File: src/rtl/uart_rx_tx_fifo.sv
// Circular byte FIFO between the UART receiver and transmitter in the echo path.
// Captures each new received byte and replays bytes in order through a start/busy handshake.
module uart_rx_tx_fifo #(
    parameter int ADDR_W = 4,
    parameter int DATA_W = 8
) (
    input  logic              i_clk,
    input  logic              i_rst,
    input  logic [DATA_W-1:0] i_rx_data,
    input  logic              i_rx_ready,
    input  logic              i_tx_busy,
    output logic [DATA_W-1:0] o_tx_data,
    output logic              o_tx_start,
    output logic              o_empty,
    output logic              o_full,
    output logic [ADDR_W:0]   o_count,
    output logic              o_overflow
);

    localparam int              DEPTH      = 1 << ADDR_W;
    localparam logic [ADDR_W:0] FULL_COUNT = (ADDR_W + 1)'(DEPTH);

    localparam logic [1:0] ST_IDLE      = 2'd0;
    localparam logic [1:0] ST_START     = 2'd1;
    localparam logic [1:0] ST_WAIT_DONE = 2'd2;

    logic [1:0]        ready_sync;
    logic [1:0]        busy_sync;
    logic              ready_prev;
    logic              ready_s;
    logic              busy_s;
    logic              push_req;
    logic              push_ok;
    logic              pop;
    logic              overflow_evt;
    logic [ADDR_W-1:0] wr_ptr;
    logic [ADDR_W-1:0] rd_ptr;
    logic [ADDR_W:0]   count;
    logic [1:0]        state;
    logic [1:0]        state_next;
    logic [DATA_W-1:0] mem [DEPTH];

    // Ready path resets high so a level already asserted at reset release is not a new byte.
    always_ff @(posedge i_clk or negedge i_rst) begin
        if (!i_rst) begin
            ready_sync <= 2'b11;
            busy_sync  <= 2'b00;
            ready_prev <= 1'b1;
        end else begin
            ready_sync <= {ready_sync[0], i_rx_ready};
            busy_sync  <= {busy_sync[0], i_tx_busy};
            ready_prev <= ready_s;
        end
    end

    assign ready_s  = ready_sync[1];
    assign busy_s   = busy_sync[1];
    assign push_req = ready_s & ~ready_prev;

    assign o_full  = (count == FULL_COUNT);
    assign o_empty = (count == '0);
    assign o_count = count;

    assign pop          = (state == ST_IDLE) && !o_empty && !busy_s;
    assign push_ok      = push_req && (!o_full || pop);
    assign overflow_evt = push_req && o_full && !pop;

    // NOTE: the storage array has no reset; only locations already written are ever read.
    always_ff @(posedge i_clk) begin
        if (push_ok) begin
            mem[wr_ptr] <= i_rx_data;
        end
    end

    always_ff @(posedge i_clk or negedge i_rst) begin
        if (!i_rst) begin
            wr_ptr     <= '0;
            rd_ptr     <= '0;
            count      <= '0;
            o_overflow <= 1'b0;
            o_tx_data  <= '0;
        end else begin
            if (push_ok) begin
                wr_ptr <= wr_ptr + ADDR_W'(1);
            end
            if (pop) begin
                rd_ptr    <= rd_ptr + ADDR_W'(1);
                o_tx_data <= mem[rd_ptr];
            end
            if (push_ok && !pop) begin
                count <= count + (ADDR_W + 1)'(1);
            end else if (pop && !push_ok) begin
                count <= count - (ADDR_W + 1)'(1);
            end
            if (overflow_evt) begin
                o_overflow <= 1'b1;
            end
        end
    end

    // NOTE: state_next gets a default before the case so no latch is inferred.
    always_comb begin
        state_next = state;
        case (state)
            ST_IDLE:      if (pop)     state_next = ST_START;
            ST_START:     if (busy_s)  state_next = ST_WAIT_DONE;
            ST_WAIT_DONE: if (!busy_s) state_next = ST_IDLE;
            default:                   state_next = ST_IDLE;
        endcase
    end

    always_ff @(posedge i_clk or negedge i_rst) begin
        if (!i_rst) begin
            state <= ST_IDLE;
        end else begin
            state <= state_next;
        end
    end

    // Decoded from state so an asynchronous reset drops the request at once.
    assign o_tx_start = (state == ST_START);

endmodule

File: config.mk
export PLATFORM = sky130hd
export DESIGN_NAME = uart_rx_tx_fifo
export DESIGN_NICKNAME = d
export VERILOG_FILES = /design/src/rtl/uart_rx_tx_fifo.sv
export SDC_FILE = /design/constraint.sdc
export NUM_CORES = 1
export LEC_CHECK = 0
export BUFFER_PORTS_ARGS = -buffer_cell sky130_fd_sc_hd__buf_4
export CAP_MARGIN = 20
export CORE_ASPECT_RATIO = 0.9
export CORE_MARGIN = 10
export CORE_UTILIZATION = 59
export CTS_CLUSTER_SIZE = 25
export DETAILED_ROUTE_END_ITERATION = 8
export PLACE_DENSITY = 0.86
export SYNTH_ARGS = -nofsm -noshare
export SYNTH_HDL_FRONTEND = slang
export SYNTH_SLANG_ARGS = --single-unit
File: constraint.sdc
create_clock -name i_clk -period 6.38 [get_ports i_clk]
set_input_delay 1.276 -clock i_clk [delete_from_list [all_inputs] [get_ports i_clk]]
set_output_delay 1.276 -clock i_clk [all_outputs]
set_load 0.01 [all_outputs]
==> summary.md <==
| Metric | Value |
|---|---|
| Status | finished, final reports clean |
| Hold crit path type | reg -> reg |
| FMAX | 0.336 GHz |
| Area leader, netlist | edfxtp_1 |
| EDFF count, synth | 128 |
| Port bufs | 28 |
| Post-synth top area share | 60.0% |
| Final-report hold violation count | 0 |
| Skew-Pair Late Insertion Delay | 0.42 ns |
| Post-synth cell types | 40 |
| Synth cell count leaders | edfxtp_1, dfrtp_1, nand2_1 |
| Setup TNS | 0 ns |
| Nets@finish | 397 |
| Initial Util | 59.7% |
| Required @ worst endpoint | 6.72 ns |
| Top-count cell post-synth | edfxtp_1 |
| Crit. End Element | flop |
| Largest net degree at the start of global routing | 36 |
| Setup Crit Path Kind | reg -> reg |
| Routability congestion estimate | 0.797 |
| Initial DRC count | approximately 300 |
| Critical Path Stages | 9 |
| TritonRoute pass-1 iters | 5 |
| Fin. max-slew vios | 0 |
| Leakage | roughly 0.0026 µW |
| Via count | between 3k and 4k |
| Fin crit share | 46.7% |
| Most frequent CP cell | ha_1 |
| Row cnt | 36 |
| Hold buffer count at CTS | 0 |
| Diode count | 0 |
| Post_cts resized | 0 |
| Num CTS Buffers | 17 |
| Maximum buffer depth of the clock tree | 2 |
| Synthesized cell area | 0.00640 mm² |
| Syn Area/Cell | 18.9 µm² |
| DRC Markers | 0 |
| Antenna Nets Post-Route | 0 |
| Post-route clock skew | 0.0126 ns |
| Die W | ~130 µm |
| Post-route minimum period | approximately 3 ns |
| Slew @ Worst Pin | slightly below 1 ns |
| Total gr overflow | 0 |
| VDD IR max | 215 µV |
| Largest cells by area after synthesis | edfxtp_1, dfrtp_1, mux4_1 |
| Final cell count without fillers | 520 |
| WL/cell | 23.3 µm |
| Register Area | 0.00457 mm² |
| Vias per std cell | ~6.0 |
| Final setup vio count | 0 |
| H-Tree Depth | 4 |
| Number of I/O pins | 29 |
| P&R area growth vs syn | 13.4% |
| CP max stage delay | 0.65 ns |
| Top delay family on crit path | compound AO/OA/AOI/OAI gates |
| CTS tree | done |
| Pwr dens | 437 mW/mm² |
| Total core area | 0.0107 mm² |
| Vias in the first global route | 3287 |
| Max cap viols | 0 |
| RSZ-0062 raised after global routing | false |
| Buf/Inv on CP | 1 |
| Final WL | roughly 12000 µm |
| Crit path max fanout | 10 |
| Seq/Total Area, Yosys | 71.4% |
| Critical path arrival | 3.31 ns |
| Worst setup SP type | flop |
| Mapped Nets | between 300 and 400 |
| # Post-CTS Setup Buffers | 0 |
| Slew HR | roughly a third |
| Main synth FF type | edfxtp_1 |
| Root Driver | clkbuf_16 |
| Die Y | 119 µm |
| # placed instances | about 490 |
| All-Layer GR Usage | 16.6% |
| Synth warnings | 0 |
| Async S/R FF share, synth | 18.5% |
| Area of the multi-input gates | 0.00165 mm² |
| Hold Path Stages | 0 |
| Cells after synthesis | 339 |
| Share of cells above drive strength 1 | ~23% |
| Hpwl dp | 7350 µm |
| First-pass GRT wire length | around 19000 µm |
| Seq cells post-synth | 157 |
| Critical-path cell list | o311ai_1, nor2b_1, ha_1, inv_1, ha_1, a21o_1, a21oi_1, mux2i_1, xnor2_1 |
| Total die area | 0.0154 mm² |
| Clock Sinks | ~160 |
| Clock transition at path regs | 0.06 ns |
| Slowest-stage cell, CP | nor2b_1 |
| Reg2Reg Depth | 9 |
| Number of fill cells | 665 |
| Antenna violations before repair | 0 |
[cell families (layout without fill, tap and decap cells)]
group,count (synthesis),count (layout),synth area share [%]
buffers and inverters,27,75,2.77
AND/OR/NAND/NOR,58,58,4.69
XOR/XNOR,10,10,1.37
multiplexers,50,50,15.2
flip-flops,157,157,71.4
AO/OA/AOI/OAI,26,26,2.25
adder cells (fa/ha/maj),11,11,2.27
[report_power, final]
group / internal (µW) / switching [µW] / leakage (µW)
Clock: 577 / 405 / 0.000262
Combinational: 434 / 407 / 0.000842
Sequential: 1230 / 123 / 0.00150
[placed cells by master, fill, tap and decap left out, types with 2 or more instances in the layout]
master,count
a21oi_1,2
and2_1,13
buf_4,30
bufinv_16,2
clkbuf_1,2
clkbuf_16,17
clkinv_1,2
clkinvlp_4,5
dfrtp_1,25
dfstp_2,3
edfxtp_1,128
ha_1,10
inv_1,11
inv_6,3
mux2_2,8
mux2i_1,10
mux4_1,17
mux4_2,15
nand2_1,25
nand4_1,2
nor2_1,7
nor2b_1,2
nor4_2,2
o21ai_0,7
o21ai_1,12
xnor2_1,9
[routing by layer]
layer	share of wire, %	wire length, µm	track usage, %
met5	0	0	0
met4	1.6	199	6.60
met3	6.2	744	4.92
met2	53	6350	26.8
met1	40	4790	20.7
[state kept, by name (all words and copies together) (netlist names)]
| register | flops |
|---|---|
| rd_ptr | 4 |
| ready_prev | 1 |
| o_count | 5 |
| mem | 128 |
| ready_sync | 2 |
| o_tx_data | 8 |
| busy_sync | 2 |
| state | 2 |
| wr_ptr | 4 |
| o_overflow | 1 |
[through the flow]
stage                     utilization [%]  worst slack [ns]  hold WS [ns]  cell area, µm²  total power, µW
final                                67.8              3.40         0.363            7260             3170
after CTS                            67.5              3.42         0.365            7240             3170
after global placement               62.1              3.58         0.355            6660             2150
after detailed placement             62.1              3.44         0.353            6660             2190
after floorplan                         -              3.69         0.331            6400             1970
after global routing                 67.8              3.15         0.370            7260             3310
[worst paths after layout]
path                               start  slack (ns)       endpoint
max in group asynchronous          i_rst        5.28  ready_sync[0]
max                             state[0]        3.40     o_count[4]
max reg2reg                     state[0]        3.40     o_count[4]
min in group asynchronous          i_rst        0.77     o_count[0]
min                        ready_sync[0]        0.36  ready_sync[1]
min reg2reg                ready_sync[0]        0.36  ready_sync[1]
[area by class of cell]
type / instances / area share (%)
Sequential cell: 157 / 63.0
Inverter: 12 / 0.620
Tap cell: 133 / 2.29
Clock buffer: 19 / 5.96
Multi-Input combinational cell: 155 / 22.7
Timing Repair Buffer: 31 / 3.48
Clock inverter: 13 / 1.93
No activity file was read; power rests on OpenSTA's default activity.
